## src/rtl/ras_ctrl_pkg.sv

```systemverilog
// Shared types and constants for the fetch-side return-address-stack controller.
package ras_ctrl_pkg;

  localparam int unsigned RAS_CTRL_RET_OFFSET = 4;

  typedef enum logic [0:0] {
    RUN,
    RECOVER
  } ras_ctrl_state_t;

  typedef struct packed {
    logic hit;
    logic is_call;
    logic is_return;
    logic is_branch;
  } ras_fetch_meta_t;

endpackage

```

## src/rtl/ras_ctrl_if.sv

```systemverilog
// Strobe bundle from the fetch-side controller to the return-address stack.
interface ras_ctrl_if;
  logic        push;
  logic        pop;
  logic [31:0] new_addr;
  logic        branch_fetched;
  logic        branch_retired;

  modport master (
    output push,
    output pop,
    output new_addr,
    output branch_fetched,
    output branch_retired
  );

  modport slave (
    input push,
    input pop,
    input new_addr,
    input branch_fetched,
    input branch_retired
  );
endinterface

```

## src/rtl/ras_ctrl_counter.sv

```systemverilog
// Up/down counter saturating at 0 and MAX, with a synchronous clear.
module ras_ctrl_counter #(
  parameter int unsigned WIDTH = 4,
  parameter int unsigned MAX   = 8
) (
  input  logic             clk,
  input  logic             rst,
  input  logic             clr,
  input  logic             inc,
  input  logic             dec,
  output logic [WIDTH-1:0] count
);

  localparam logic [WIDTH-1:0] MaxVal = WIDTH'(MAX);

  logic [WIDTH-1:0] count_q, count_d;

  always_comb begin
    count_d = count_q;
    if (clr) begin
      count_d = '0;
    end else if (inc && !dec && (count_q != MaxVal)) begin
      count_d = count_q + WIDTH'(1);
    end else if (dec && !inc && (count_q != '0)) begin
      count_d = count_q - WIDTH'(1);
    end
  end

  always_ff @(posedge clk) begin
    if (rst) begin
      count_q <= '0;
    end else begin
      count_q <= count_d;
    end
  end

  assign count = count_q;

endmodule

```

## src/rtl/ras_ctrl.sv

```systemverilog
// Fetch-side RAS initiator: classifies accepted fetches into push/pop/checkpoint strobes,
// tracks in-flight speculative branches and masks RAS activity around flushes.
module ras_ctrl
  import ras_ctrl_pkg::*;
#(
  parameter int unsigned MAX_IDS     = 8,
  parameter int unsigned RAS_ENTRIES = 8,
  parameter int unsigned INSTR_BYTES = RAS_CTRL_RET_OFFSET
) (
  input  logic                           clk,
  input  logic                           rst,
  input  logic                           fetch_flush,
  input  logic                           early_branch_flush,
  input  logic                           fetch_accept,
  input  logic [31:0]                    fetch_pc,
  input  logic                           bp_hit,
  input  logic                           bp_is_call,
  input  logic                           bp_is_return,
  input  logic                           bp_is_branch,
  input  logic                           branch_retire_in,
  ras_ctrl_if.master                     ras,
  output logic                           fetch_stall,
  output logic [$clog2(RAS_ENTRIES):0]   ras_depth_est
);

  localparam int unsigned OutW   = $clog2(MAX_IDS + 1);
  localparam int unsigned DepthW = $clog2(RAS_ENTRIES) + 1;

  ras_ctrl_state_t state_q, state_d;
  ras_fetch_meta_t meta;

  logic            flush;
  logic            run;
  logic            accept_ok;
  logic            at_capacity;
  logic [OutW-1:0] outstanding;

  logic        push_d, pop_d, fetched_d, retired_d;
  logic        push_q, pop_q, fetched_q, retired_q;
  logic [31:0] new_addr_q;

  assign flush = fetch_flush | early_branch_flush;
  assign meta  = '{hit: bp_hit, is_call: bp_is_call, is_return: bp_is_return,
                   is_branch: bp_is_branch};

  // State register
  always_ff @(posedge clk) begin
    if (rst) begin
      state_q <= RUN;
    end else begin
      state_q <= state_d;
    end
  end

  // Next state: a flush in either state (re)arms the one-cycle recovery window
  always_comb begin
    state_d = state_q;
    unique case (state_q)
      RUN:     if (flush) state_d = RECOVER;
      RECOVER: state_d = flush ? RECOVER : RUN;
      default: state_d = RUN;
    endcase
  end

  // State-derived output
  always_comb begin
    run = 1'b0;
    unique case (state_q)
      RUN:     run = 1'b1;
      RECOVER: run = 1'b0;
      default: run = 1'b0;
    endcase
  end

  assign at_capacity = (outstanding == OutW'(MAX_IDS));
  assign fetch_stall = !rst && at_capacity;

  // An accept coinciding with a flush belongs to the discarded path
  assign accept_ok = fetch_accept && run && !flush;

  always_comb begin
    push_d    = accept_ok && meta.hit && meta.is_call;
    pop_d     = accept_ok && meta.hit && meta.is_return;
    fetched_d = accept_ok && meta.is_branch && !at_capacity;
    retired_d = run && !flush && branch_retire_in && (outstanding != '0);
  end

  always_ff @(posedge clk) begin
    if (rst) begin
      push_q     <= 1'b0;
      pop_q      <= 1'b0;
      fetched_q  <= 1'b0;
      retired_q  <= 1'b0;
      new_addr_q <= '0;
    end else begin
      push_q    <= push_d;
      pop_q     <= pop_d;
      fetched_q <= fetched_d;
      retired_q <= retired_d;
      if (push_d) new_addr_q <= fetch_pc + 32'(INSTR_BYTES);
    end
  end

  assign ras.push           = push_q;
  assign ras.pop            = pop_q;
  assign ras.new_addr       = new_addr_q;
  assign ras.branch_fetched = fetched_q;
  assign ras.branch_retired = retired_q;

  // Cleared on flush to stay aligned with the checkpoint FIFO reset
  ras_ctrl_counter #(
    .WIDTH (OutW),
    .MAX   (MAX_IDS)
  ) u_outstanding (
    .clk   (clk),
    .rst   (rst),
    .clr   (flush),
    .inc   (fetched_d),
    .dec   (retired_d),
    .count (outstanding)
  );

  ras_ctrl_counter #(
    .WIDTH (DepthW),
    .MAX   (RAS_ENTRIES)
  ) u_depth (
    .clk   (clk),
    .rst   (rst),
    .clr   (1'b0),
    .inc   (push_d && !pop_d),
    .dec   (pop_d && !push_d),
    .count (ras_depth_est)
  );

endmodule
```

## src/flat_wrapper.sv

```systemverilog
// flat-port wrapper written by rule: the top's interface ports become plain ports
module ras_ctrl_flat import ras_ctrl_pkg::*;
#(
  parameter int unsigned MAX_IDS     = 8,
  parameter int unsigned RAS_ENTRIES = 8,
  parameter int unsigned INSTR_BYTES = RAS_CTRL_RET_OFFSET
)
  (clk, rst, fetch_flush, early_branch_flush, fetch_accept, fetch_pc, bp_hit, bp_is_call, bp_is_return, bp_is_branch, branch_retire_in, fetch_stall, ras_depth_est, ras_push, ras_pop, ras_new_addr, ras_branch_fetched, ras_branch_retired);
  ras_ctrl_if ras_i ();
  input  logic clk;
  input  logic rst;
  input  logic fetch_flush;
  input  logic early_branch_flush;
  input  logic fetch_accept;
  input  logic [31:0] fetch_pc;
  input  logic bp_hit;
  input  logic bp_is_call;
  input  logic bp_is_return;
  input  logic bp_is_branch;
  input  logic branch_retire_in;
  output logic fetch_stall;
  output logic [$clog2(RAS_ENTRIES):0] ras_depth_est;
  output wire logic [$bits(ras_i.push)-1:0] ras_push;
  output wire logic [$bits(ras_i.pop)-1:0] ras_pop;
  output wire logic [$bits(ras_i.new_addr)-1:0] ras_new_addr;
  output wire logic [$bits(ras_i.branch_fetched)-1:0] ras_branch_fetched;
  output wire logic [$bits(ras_i.branch_retired)-1:0] ras_branch_retired;
  assign ras_push = ras_i.push;
  assign ras_pop = ras_i.pop;
  assign ras_new_addr = ras_i.new_addr;
  assign ras_branch_fetched = ras_i.branch_fetched;
  assign ras_branch_retired = ras_i.branch_retired;
  ras_ctrl #(.MAX_IDS(MAX_IDS), .RAS_ENTRIES(RAS_ENTRIES), .INSTR_BYTES(INSTR_BYTES)) u_core (.clk(clk), .rst(rst), .fetch_flush(fetch_flush), .early_branch_flush(early_branch_flush), .fetch_accept(fetch_accept), .fetch_pc(fetch_pc), .bp_hit(bp_hit), .bp_is_call(bp_is_call), .bp_is_return(bp_is_return), .bp_is_branch(bp_is_branch), .branch_retire_in(branch_retire_in), .ras(ras_i), .fetch_stall(fetch_stall), .ras_depth_est(ras_depth_est));
endmodule
```

## config.mk

```make
export PLATFORM = sky130hd
export DESIGN_NAME = ras_ctrl_flat
export DESIGN_NICKNAME = d
export VERILOG_FILES = /design/src/rtl/ras_ctrl_pkg.sv /design/src/rtl/ras_ctrl_if.sv /design/src/rtl/ras_ctrl_counter.sv /design/src/rtl/ras_ctrl.sv /design/src/flat_wrapper.sv
export SDC_FILE = /design/constraint.sdc
export NUM_CORES = 1
export LEC_CHECK = 0
export ABC_AREA = 1
export BUFFER_PORTS_ARGS = -buffer_cell sky130_fd_sc_hd__buf_2
export CAP_MARGIN = 20
export CORE_MARGIN = 5
export CORE_UTILIZATION = 52
export CTS_CLUSTER_DIAMETER = 50
export DETAILED_ROUTE_END_ITERATION = 10
export PLACE_DENSITY = 0.78
export SLEW_MARGIN = 20
export SYNTH_ARGS = -nofsm -noshare
export SYNTH_HDL_FRONTEND = slang
export SYNTH_SLANG_ARGS = --single-unit
```

## constraint.sdc

```tcl
create_clock -name clk -period 2.55 [get_ports clk]
set_clock_uncertainty 0.2 [all_clocks]
set_input_delay 0.255 -clock clk [delete_from_list [all_inputs] [get_ports clk]]
set_output_delay 0.255 -clock clk [all_outputs]
set_load 0.02 [all_outputs]
```

# --- Word-level counts from Yosys, hierarchy flattened ---
# Index checks and enable logic that the tools add are counted.
word_totals:
  output_inout_bits: 41
  elab_cells: 59
  mem_bits_rw: 0
  latch_bits: 0
  reg_bits: 45
  mem_count: 0
  input_bits: 42
  romBits: 0
op_classes:
  mul: 0
  reduce_logical: 35
  eq_ne: 3
  n_addsub: 5
  div_mod_pow: 0
  magnitude_cmp: 0
  n_bitwise: 2
  mux: 6
  shift: 0
ops:
  columns: ["operator", "n"]
  rows:
  - ["32-bit by 3-bit adder with 32-bit output, second input constant", 1]
  - ["1-bit logical AND", 21]
  - ["4-bit 2-to-1 mux", 4]
  - ["1-bit logical NOT", 9]
  - ["4-bit by 1-bit adder with 4-bit output, second input constant", 2]
  - ["4-bit != test, second input constant", 2]
  - ["4-bit nonzero test", 2]
  - ["4-bit by 1-bit subtractor with 4-bit output, second input constant", 2]
  - ["4-bit == test, second input constant", 1]
  - ["2-bit nonzero test", 2]
  - ["1-bit case mux with 2 select lines", 1]
  - ["2-bit OR reduction", 1]
  - ["1-bit 2-to-1 mux", 1]
  - ["1-bit inverter", 1]
  - ["1-bit OR", 1]

# --- Longest topological paths before layout ---
# Gate-level depths: netlist of the first run.
logic_depth:
  ltp_word: 13
  mapped_depth: 15

# --- By module ---
# Synthesis of the first run repeated with hierarchy kept, for this count alone.
hier_totals:
  hier_cells: 456
  area_unflattened_um2: 2946.6
modules_own_cells:
  columns: ["mod", "area_each_um2", "seq_area_each_um2", "cells_each", "n_inst"]
  rows:
  - ["ras_ctrl", 2278.4, 740.7, 366, 1]
  - ["ras_ctrl_counter", 334.1, 80.1, 45, 2]

# --- Least setup slack after synthesis of the first run ---
# OpenSTA, ideal clock, no wires.
synth_path:
  path_type: "register to register"
  startpoint: "register u_core.u_depth.count_q[0], in the netlist u_core.u_depth.count[0]"
  endpoint: "register u_core.u_depth.count_q[3], in the netlist u_core.u_depth.count[3]"
  stages_incl_launch_ff: 15
  t_arrival_ns: 1.825
  n_path_buf: 0
  setup_slack_ns: 0.461
  cell_sequence: "dfxtp_1 > nor2_1 > nand2_1 > nand2_1 > inv_1 > nand2_4 > ha_1 > nand2_1 > nand2_1 > nor2_1 > o21bai_1 > nand3_1 > nand2_1 > inv_1 > nor2_1"
synth_via:
  elab_chain_cells: 3
synth_rtl:
  columns: ["item", "line", "source"]
  rows:
  - ["start, declared", "ras_ctrl_counter.sv:16", "logic [WIDTH-1:0] count_q, count_d;"]
  - ["start signal, assigned", "ras_ctrl_counter.sv:33", "count_q <= count_d;"]
  - ["4-bit by 1-bit subtractor with 4-bit output (tied with other cells)", "ras_ctrl_counter.sv:25", "count_d = count_q - WIDTH'(1);"]
  - ["4-bit 2-to-1 mux (tied with other cells)", "ras_ctrl_counter.sv:24", "end else if (dec && !inc && (count_q != '0)) begin"]
  - ["4-bit 2-to-1 mux or 2-bit nonzero test (tied branches)", null, null]
# Parallel ways exist; a longest one is shown, timed or not. The select of a mux whose other input is x is not followed.
# A chain may end at the register's enable or synchronous reset.

# --- Final worst setup path of the first run ---
layout_path:
  startpoint: "register u_core.u_outstanding.count_q[0], in the netlist u_core.u_outstanding.count[0]"
  endpoint: "register u_core.u_outstanding.count_q[3], in the netlist u_core.u_outstanding.count[3]"
layout_via:
  elab_chain_cells: 7
layout_rtl:
  columns: ["item", "line"]
  rows:
  - ["start, declared", "ras_ctrl_counter.sv:16"]
  - ["start signal, assigned", "ras_ctrl_counter.sv:33"]
  - ["branches (longest 7 deep; another with 4-bit by 1-bit subtractor with 4-bit output)", null]
# Parallel ways; which one is timed is not known. The select of a mux whose other input is x is not followed.

==> metrics.md, run 1 <==
| Metric | Value |
|---|---|
| Syn Nets | `roughly 480` |
| CP max-delay cell | `dfxtp_1` |
| DPL Wire Length | `about 6 mm` |
| Fin nets | `560` |
| Flop2flop setup slack | `between 0.3 and 0.4 ns` |
| Worst R2R End | `u_core.u_outstanding.count[3]$_SDFFE_PP0P_` |
| Final instance area | `approximately 3500 um2` |
| Post-route ant nets | `0` |
| Fmax achieved | `approximately 460 MHz` |
| Total negative slack | `0 ns` |
| Placed instance area | `approximately 3300 um2` |
| Clock transition at path regs | `0.08 ns` |
| Netlist cell types | `40` |
| Die W | `84.7 um` |
| Mapped Cells | `428` |
| Crit-path leading delay family | `simple AND/OR/NAND/NOR gates` |
| Antenna violations before repair | `0` |
| Most common cell after layout, fill and taps aside | `nand2_1` |
| Final setup vio count | `0` |
| Post-synth ARST share | `0%` |
| Mean Syn Cell Area | `between 6 and 7 um2` |
| FF+latch area | `about 900 um2` |
| Cell area after synthesis | `~2900 um2` |
| Synth Register Bits | `45` |
| EDFF count, synth | `0` |
| Reg2reg path depth | `15` |
| Synth Warn # | `0` |
| Port bufs | `between 80 and 90` |
| MaxCap Viol Count | `0` |
| Sequential area share after synthesis | `between 30 and 40%` |
| Initial DRC count | `126` |
| # rows | `27` |
| Peak supply drop | `roughly 0.32 mV` |
| CP Launch Type | `flip-flop` |
| CP Capture Type | `flip-flop` |
| # fillers | `roughly 550` |
| PD cells | `roughly 400 nW/um2` |
| RR Startpoint | `u_core.u_outstanding.count[0]$_SDFFE_PP0P_` |
| Hold path start | `fetch_flush` |
| Die Y | `approximately 85 um` |
| Hold Vio Cnt, Final | `0` |
| Via count | `~2900` |
| CTS tree | `done` |
| Drt first pass iters | `5` |
| Cells along the critical path | `inv_1 > nand2_1 > nor2_1 > a21oi_1 > nand2_2 > ha_1 > nand2_1 > nand2_1 > nor2_1 > inv_1 > nand3_1 > nand2_1 > nand2_1 > nand2_1 > nor2_1` |
| Routed len/inst | `about 12 um` |
| CTS buffer count | `5` |
| Total Routed Length | `roughly 7.2 mm` |
| Via-per-instance ratio | `~5.0` |
| RSZ-0062 raised after global routing | `no` |
| Io pins | `83` |
| Slew headroom | `between 60% and 70%` |
| RePlAce Congestion | `just under 0.9` |
| # Post-CTS Setup Buffers | `0` |
| WP data required | `roughly 2.6 ns` |
| Antenna Cells | `0` |
| Final min period | `approximately 2.2 ns` |
| CTS Buffer Depth | `2` |
| Crit path DAT | `2.22 ns` |
| Grt total ovfl | `0` |
| Pwr Total | `between 0.001 and 0.0015 W` |
| Buffers plus inverters on the worst setup path | `2` |
| Core area | `around 5500 um2` |
| Initial core utilization | `52.9%` |
| Max FO, Critical Path | `5` |
| Status | `complete, no violations` |
| Final hold slack | `roughly 0.015 ns` |
| Layout cell share with drive strength beyond 1 | `around a quarter` |
| Clk Latency, worst-skew pair | `roughly 0.30 ns` |
| Most used flip-flop cell after synthesis | `dfxtp_1` |
| Crit Path Category | `reg -> reg` |
| Root buf cell | `clkbuf_8` |
| Period Utilization, post-route | `between 80% and 90%` |
| Worst path max stage delay | `around 0.38 ns` |
| Top cell by count, worst path | `nand2_1` |
| Clock sinks | `45` |
| Min-delay worst type | `in -> reg` |
| Slew @ Worst Pin | `0.592 ns` |
| Final Max Tran Viols | `0` |
| H-tree Lvls | `2` |
| Worst Hold Endpoint | `u_core.state_q$_SDFF_PP0_` |
| Most frequent cells in the layout | `nand2_1 (110), buf_2 (82), inv_1 (53)` |
| Area grow syn2layout | `19.1%` |
| Die Area | `about 7200 um2` |
| DRC | `0` |
| Area occupied by multi-input gates | `~1700 um2` |
| Static leakage | `about 1.7 nW` |
| Utilization after layout | `between 60% and 70%` |
| Pin count of the biggest net entering global routing | `60` |
| Vias in the first global route | `~2800` |
| Cells on Worst Hold Path | `3` |
| GRT Total Usage | `around a fifth` |
| First-pass GRT wire length | `~12 mm` |
==> final cells by class <==
type	count	share of cell area, %
sequential	45	26.1
clock buffer	7	2.79
clock inverter	1	0.145
inverter	57	6.20
timing repair buffer	86	12.9
tap	72	2.61
multi-input combinational	316	49.2
==> report_power, final <==
part | leakage (nW) | internal (W) | switching (W)
Combinational | 1.30 | 0.0000695 | 0.000118
Sequential | 0.364 | 0.000712 | 0.00000581
Clock | 0.0542 | 0.000245 | 0.000234
Total | 1.72 | 0.00103 | 0.000358
==> synthesized netlist by cell type (6+ instances only) <==
cell     instances  area (um2)
nor2_2           6        37.5
xnor2_1          7        61.3
dfxtp_1         45         901
inv_1           53         199
nand4_1          6        37.5
o21ai_0         14        70.1
nand3_1         32         160
nand2_2          8        50.1
o21a_1          17         128
nor3_1          10        50.1
nor2_1          50         188
nand2_1        110         413
a21oi_1         13        65.1
==> layer usage <==
metal | track usage, % | wire length (um) | vias up
met1 | 24.0 | 3060 | 1296
met5 | 0 | 0 | -
li1 | - | - | 1531
met3 | 5.99 | 488 | 12
met2 | 36.4 | 3530 | 81
met4 | 8.35 | 151 | 0
==> worst min-delay path, stage by stage <==
cell    delay [ns]
buf_2         0.10
nor2_4        0.05
nor2_1        0.07
==> state kept, by name, summed over array words and instances, names as in the netlist <==
| register | cells |
|---|---|
| u_core.ras.new_addr | 32 |
| u_core.u_depth.count | 4 |
| u_core.u_outstanding.count | 4 |
| u_core.ras.branch_fetched | 1 |
| u_core.ras.branch_retired | 1 |
| u_core.ras.pop | 1 |
| u_core.ras.push | 1 |
| u_core.state_q | 1 |
==> worst max-delay path by stage <==
stage / startpoint / endpoint / slack, ns / cells after the start
4_1_cts: u_core.u_outstanding.count[0]$_SDFFE_PP0P_ / u_core.u_outstanding.count[3]$_SDFFE_PP0P_ / 0.35 / 15
2_1_floorplan: u_core.u_depth.count[0]$_SDFFE_PP0P_ / u_core.u_depth.count[3]$_SDFFE_PP0P_ / 0.46 / 14
3_3_place_gp: early_branch_flush / u_core.u_outstanding.count[3]$_SDFFE_PP0P_ / 0.38 / 14
6_report: u_core.u_outstanding.count[0]$_SDFFE_PP0P_ / u_core.u_outstanding.count[3]$_SDFFE_PP0P_ / 0.36 / 15
5_1_grt: u_core.u_depth.count[0]$_SDFFE_PP0P_ / u_core.u_depth.count[3]$_SDFFE_PP0P_ / 0.10 / 14
3_5_place_dp: early_branch_flush / u_core.u_outstanding.count[3]$_SDFFE_PP0P_ / 0.28 / 15
==> repair_timing <==
action / in CTS / in global routing
resized for setup: 0 / 0
hold buffers: 2 / 0
endpoints found under the hold margin: 2 / 0
==> logic make-up (layout without fill, tap and decap cells) <==
group | count (synthesis) | in the layout | share of synthesized area (%)
flip-flops | 45 | 45 | 31.1
buffers and inverters | 67 | 151 | 10.3
AND/OR/NAND/NOR | 241 | 241 | 39.4
adder cells (fa/ha/maj) | 7 | 7 | 3.54
AO/OA/AOI/OAI | 57 | 57 | 12.4
XOR/XNOR | 11 | 11 | 3.32
==> through the flow <==
step	instances	setup WS, ns
after CTS	584	0.347
after floorplan	428	0.461
final	584	0.363
after detailed placement	574	0.284
after global routing	584	0.100
after global placement	574	0.381
(Power assumes the default switching activity.)
==> run 2, diff against run 1 <==
CORE_MARGIN = unset   (was 5)
RECOVER_POWER = 100   (was unset)
==> metrics.md, run 2 (same netlist as run 1, synthesis figures left out) <==
| Metric | Value |
|---|---|
| CTS buffer count | `5 (unchanged)` |
| Top cell by count, worst path | `nand2_1 (unchanged)` |
| Static leakage | `1.52 nW (was 1.72 nW)` |
| Worst path max stage delay | `0.34 ns (was 0.38 ns)` |
| Crit Path Category | `reg -> reg (unchanged)` |
| Pin count of the biggest net entering global routing | `60 (unchanged)` |
| Min-delay worst type | `in -> reg (unchanged)` |
| Clock transition at path regs | `0.08 ns (about the same)` |
| Total Routed Length | `6.99 mm (was 7.22 mm)` |
| Most common cell after layout, fill and taps aside | `nand2_1 (unchanged)` |
| Initial core utilization | `55.3% (was 52.9%)` |
| Grt total ovfl | `0 (unchanged)` |
| # rows | `26 (was 27)` |
| Non-filler cells in the finished layout | `581 (was 584)` |
| GRT Total Usage | `25.5% (was 20.9%)` |
| Peak supply drop | `0.255 mV (was 0.324 mV)` |
| GRT met3 Usage | `5.00% (was 5.99%)` |
| # Post-CTS Setup Buffers | `0 (unchanged)` |
| Port bufs | `82 (unchanged)` |
| CTS Hold Buffers Added | `1 (was 2)` |
| Slew headroom | `54.2% (was 60.5%)` |
| Antenna Cells | `0 (unchanged)` |
| Met2 usage | `44.6% (was 36.4%)` |
| Status | `complete, no violations (unchanged)` |
| Vias in the first global route | `2828 (was 2818)` |
| GR peak layer | `met2 (unchanged)` |
| Hold path start | `fetch_flush (unchanged)` |
| PD cells | `432 nW/um2 (was 401 nW/um2)` |
| Io pins | `83 (unchanged)` |
| MaxCap Viol Count | `0 (unchanged)` |
| Total negative slack | `0 ns (unchanged)` |
| Clk Latency, worst-skew pair | `0.29 ns (was 0.30 ns)` |
| Antenna violations before repair | `0 (unchanged)` |
| RSZ-0062 raised after global routing | `no (unchanged)` |
| CP max-delay cell | `dfxtp_1 (unchanged)` |
| CP Capture Type | `flip-flop (unchanged)` |
| First-pass GRT wire length | `12.2 mm (was 12.5 mm)` |
| CTS Buffer Depth | `2 (unchanged)` |
| RePlAce Congestion | `0.898 (was 0.881)` |
| Fin nets | `559 (was 560)` |
| Root buf cell | `clkbuf_8 (unchanged)` |
| RR Startpoint | `u_core.state_q$_SDFF_PP0_ (was u_core.u_outstanding.count[0]$_SDFFE_PP0P_)` |
| Utilization after layout | `64.2% (was 63.1%)` |
| Crit path DAT | `2.22 ns (about the same)` |
| Most frequent cells in the layout | `nand2_1 (114), inv_1 (53), nor2_1 (50) (was nand2_1 (110), buf_2 (82), inv_1 (53))` |
| Cells along the critical path | `nor2_4 > nand3_1 > nor2_8 > nand2_4 > ha_1 > nand2_1 > nand2_1 > nor2_1 > o21bai_1 > nand3_1 > nand2_1 > inv_1 > nor2_1 (was inv_1 > nand2_1 > nor2_1 > a21oi_1 > nand2_2 > ha_1 > nand2_1 > nand2_1 > nor2_1 > inv_1 > nand3_1 > nand2_1 > nand2_1 > nand2_1 > nor2_1)` |
| Via-per-instance ratio | `5.06 (was 5.00)` |
| Initial DRC count | `149 (was 126)` |
| Die W | `76.7 um (was 84.7 um)` |
| DRC | `0 (unchanged)` |
| Die Area | `5880 um2 (was 7170 um2)` |
| Post-route ant nets | `0 (unchanged)` |
| Placed insts | `572 (was 574)` |
| DPL Wire Length | `5.49 mm (was 5.92 mm)` |
| Final Max Tran Viols | `0 (unchanged)` |
| Max reg flops | `32 (unchanged)` |
| Via count | `2939 (was 2920)` |
| Slew @ Worst Pin | `0.687 ns (was 0.592 ns)` |
| Met1 Resource Use GR | `29.2% (was 24.0%)` |
| Period Utilization, post-route | `85.7% (was 85.8%)` |
| Die Y | `76.7 um (was 84.7 um)` |
| Fmax achieved | `458 MHz (was 457 MHz)` |
| Clock sinks | `45 (unchanged)` |
| CP Launch Type | `flip-flop (unchanged)` |
| Hold Vio Cnt, Final | `0 (unchanged)` |
| Routed len/inst | `12.0 um (was 12.4 um)` |
| Max FO, Critical Path | `5 (unchanged)` |
| Final hold slack | `0.00959 ns (was 0.0150 ns)` |
| Final setup vio count | `0 (unchanged)` |
| CTS tree | `done (unchanged)` |
| Area grow syn2layout | `16.1% (was 19.1%)` |
| H-tree Lvls | `2 (unchanged)` |
| Drt first pass iters | `4 (was 5)` |
| Final min period | `2.19 ns (about the same)` |
| WP data required | `2.59 ns (was 2.58 ns)` |
| Crit path launch | `u_core.state_q$_SDFF_PP0_ (was u_core.u_outstanding.count[0]$_SDFFE_PP0P_)` |
| Core area | `5240 um2 (was 5470 um2)` |
| Post-CTS Resized | `0 (unchanged)` |
| Layout cell share with drive strength beyond 1 | `15.1% (was 25.0%)` |
==> run 2: cell count changes in the layout (fill, tap and decap cells not counted), sizes merged <==
cell | previous run | this run
buf | 84 | 41
bufinv | 0 | 1
clkbuf | 7 | 50
clkinv | 1 | 0
dlygate4sd3 | 2 | 1
==> run 2: path summary, 6_finish.rpt <==
kind | to | slack [ns] | cells after the start
min | u_core.state_q$_SDFF_PP0_ | 0.01 | 3
max | u_core.u_depth.count[3]$_SDFFE_PP0P_ | 0.36 | 13
max reg2reg | u_core.u_depth.count[3]$_SDFFE_PP0P_ | 0.36 | 13
min reg2reg | u_core.ras.new_addr[3]$_SDFFE_PP0P_ | 0.28 | 2
==> run 2: power breakdown <==
group | leakage (nW) | total (W) | internal, W | switching (W)
combinational | 1.10 | 0.000180 | 0.0000643 | 0.000116
sequential | 0.364 | 0.000718 | 0.000712 | 0.00000606
clock | 0.0585 | 0.000555 | 0.000320 | 0.000235
==> run 2: routing by layer <==
| layer | up-vias | share of wire [%] |
|---|---|---|
| met2 | 89 | 48 |
| met4 | 0 | 3.1 |
| met1 | 1303 | 44 |
| met5 | - | 0 |
| li1 | 1523 | - |
| met3 | 24 | 4.8 |
==> run 2: critical path, delay by kind of cell (launching register included) <==
kind | cells | cell delay, ns
and+or+nand+nor | 10 | 1.10
DFF | 1 | 0.34
buffers and inverters | 1 | 0.03
AOI/OAI and AO/OA | 1 | 0.15
adders and majority gates | 1 | 0.32
==> run 2: stage by stage <==
stage	worst slack (ns)	area (um2)	total power [W]
floorplan	0.461	2900	0.000841
global placement	0.380	3330	0.000915
detailed placement	0.319	3330	0.000919
CTS	0.374	3450	0.00147
global route	0.105	3360	0.00152
finish	0.365	3360	0.00145
==> run 2: final cells by class <==
class,count,area [um2]
Clock inverter,1,30.0
Sequential cell,45,901
Clock buffer,7,86.3
Tap cell,70,87.6
Fill cell,539,1870
Multi-Input combinational cell,316,1670
Timing Repair Buffer,85,379
Inverter,57,214
==> run 3, diff against run 2 <==
GPL_TIMING_DRIVEN = 0   (was unset)
==> metrics.md, run 3 (same netlist as run 1, synthesis figures left out) <==
| Metric | Value |
|---|---|
| RePlAce Congestion | `0.939 (was 0.898)` |
| MaxCap Viol Count | `0 (unchanged)` |
| Most frequent cells in the layout | `nand2_1 (112), inv_1 (53), nor2_1 (50) (was nand2_1 (114), inv_1 (53), nor2_1 (50))` |
| Net switching power | `0.000363 W (was 0.000358 W)` |
| Fmax achieved | `440 MHz (was 458 MHz)` |
| Root buf cell | `clkbuf_8 (unchanged)` |
| CTS tree | `done (unchanged)` |
| Clock transition at path regs | `0.08 ns (about the same)` |
| Die Y | `76.7 um (unchanged)` |
| Hold Vio Cnt, Final | `0 (unchanged)` |
| Slew @ Worst Pin | `0.601 ns (was 0.687 ns)` |
| Grt total ovfl | `0 (unchanged)` |
| Total Routed Length | `7.50 mm (was 6.99 mm)` |
| Clk Latency, worst-skew pair | `0.30 ns (was 0.29 ns)` |
| H-tree Lvls | `2 (unchanged)` |
| Area grow syn2layout | `18.9% (was 16.1%)` |
| Final setup vio count | `0 (unchanged)` |
| CTS Buffer Depth | `2 (unchanged)` |
| Routed len/inst | `12.7 um (was 12.0 um)` |
| Sw Ratio | `24.8% (was 24.6%)` |
| DPL Wire Length | `5.92 mm (was 5.49 mm)` |
| Port bufs | `82 (unchanged)` |
| Non-filler cells in the finished layout | `591 (was 581)` |
| Pin count of the biggest net entering global routing | `14 (was 60)` |
| Period Utilization, post-route | `89.1% (was 85.7%)` |
| Clock share of power | `37.8% (was 38.2%)` |
| Die Area | `5880 um2 (unchanged)` |
| GRT Total Usage | `27.4% (was 25.5%)` |
| Final Max Tran Viols | `0 (unchanged)` |
| Reg2reg path depth | `13 (unchanged)` |
| Vias in the first global route | `2886 (was 2828)` |
| Layout cell share with drive strength beyond 1 | `15.7% (was 15.1%)` |
| Fin nets | `569 (was 559)` |
| Post-route ant nets | `0 (unchanged)` |
| Static leakage | `1.55 nW (was 1.52 nW)` |
| Via-per-instance ratio | `5.14 (was 5.06)` |
| Io pins | `83 (unchanged)` |
| Clock sinks | `45 (unchanged)` |
| Crit Path Category | `reg -> reg (unchanged)` |
| # fillers | `518 (was 539)` |
| Peak supply drop | `0.292 mV (was 0.255 mV)` |
| PD cells | `425 nW/um2 (was 432 nW/um2)` |
| Slew headroom | `59.9% (was 54.2%)` |
| Core area | `5240 um2 (unchanged)` |
| DRC | `0 (unchanged)` |
| Initial core utilization | `55.3% (unchanged)` |
| Combinational Power Share | `13.1% (was 12.4%)` |
| # rows | `26 (unchanged)` |
| Status | `complete, no violations (unchanged)` |
| RSZ-0062 raised after global routing | `no (unchanged)` |
| Min-delay worst type | `in -> reg (unchanged)` |
| Crit path DAT | `2.31 ns (was 2.22 ns)` |
| Max reg flops | `32 (unchanged)` |
| Via count | `3035 (was 2939)` |
| WP data required | `2.59 ns (about the same)` |
| Antenna Cells | `0 (unchanged)` |
| Drt first pass iters | `4 (unchanged)` |
| Placed insts | `580 (was 572)` |
| Cells on Worst Hold Path | `3 (unchanged)` |
| Initial DRC count | `140 (was 149)` |
| # Post-CTS Setup Buffers | `0 (unchanged)` |
| Most common cell after layout, fill and taps aside | `nand2_1 (unchanged)` |
| Total negative slack | `0 ns (unchanged)` |
| Final min period | `2.27 ns (was 2.19 ns)` |
| Int Pwr | `0.00110 W (about the same)` |
| Die W | `76.7 um (unchanged)` |
| Max FO, Critical Path | `6 (was 5)` |
| Sequential power share | `49.0% (was 49.4%)` |
| Antenna violations before repair | `0 (unchanged)` |
| CP Capture Type | `flip-flop (unchanged)` |
| CTS buffer count | `5 (unchanged)` |
| First-pass GRT wire length | `12.8 mm (was 12.2 mm)` |
| CP Launch Type | `flip-flop (unchanged)` |
==> run 3: area by class of cell <==
class,instances,area (um2),area share (%)
inverters,57,214,6.21
repair buffers,85,388,11.3
clock inverters,1,30.0,0.872
clock buffers,7,86.3,2.51
multi-input cells,316,1680,48.7
plain buffers,10,60.1,1.74
flip-flops and latches,45,901,26.2
well taps,70,87.6,2.54
==> run 3: repair_timing <==
action | in CTS | in global routing
gates resized for setup | 0 | 0
hold endpoints to repair | 3 | 0
hold buffers | 3 | 0
endpoints found under the setup margin | 0 | 0
==> run 3: path summary, 6_finish.rpt <==
| path | from | endpoint | slack (ns) |
|---|---|---|---|
| max reg2reg | u_core.state_q$_SDFF_PP0_ | u_core.u_depth.count[3]$_SDFFE_PP0P_ | 0.28 |
| min | fetch_flush | u_core.state_q$_SDFF_PP0_ | 0.02 |
| max | u_core.state_q$_SDFF_PP0_ | u_core.u_depth.count[3]$_SDFFE_PP0P_ | 0.28 |
| min reg2reg | u_core.ras.new_addr[3]$_SDFFE_PP0P_ | u_core.ras.new_addr[3]$_SDFFE_PP0P_ | 0.27 |
==> run 3: metrics by stage <==
stage                     util (%)  hold slack [ns]  power (W)  setup slack [ns]  cell area [um2]
after floorplan                  -            0.132   0.000841             0.461             2900
after global placement        64.8            0.261   0.000922             0.337             3400
after detailed placement      64.8            0.264   0.000925             0.283             3400
after CTS                     67.6           0.0145    0.00148             0.339             3540
after global routing          65.8           0.0200    0.00153            0.0789             3440
final                         65.8           0.0171    0.00146             0.279             3440
==> run 3: worst max-delay path, cell delays in order (launching register included) <==
cell,delay [ns]
dfxtp_1,0.34
nor2_4,0.16
nand3_4,0.11
nor2_8,0.13
nand2_1,0.18
ha_1,0.38
nand2_1,0.08
nand2_1,0.04
nor2_1,0.15
o21bai_1,0.15
nand3_1,0.10
nand2_1,0.06
inv_1,0.03
nor2_1,0.08
==> run 3: layer usage <==
metal | GRT usage, % | vias to the layer above | wire length [um]
met5 | 0 | - | 0
met4 | 11.0 | 0 | 183
met3 | 4.52 | 18 | 360
met2 | 48.2 | 96 | 3590
met1 | 33.1 | 1365 | 3370
li1 | - | 1556 | -
==> run 3: power by group through the flow <==
stage	Sequential, W	Combinational [W]	Clock, W
finish	0.000718	0.000192	0.000554
global route	0.000719	0.000212	0.000596
CTS	0.000718	0.000195	0.000568
detailed placement	0.000734	0.000190	0
global placement	0.000734	0.000188	0
floorplan	0.000745	0.0000965	0
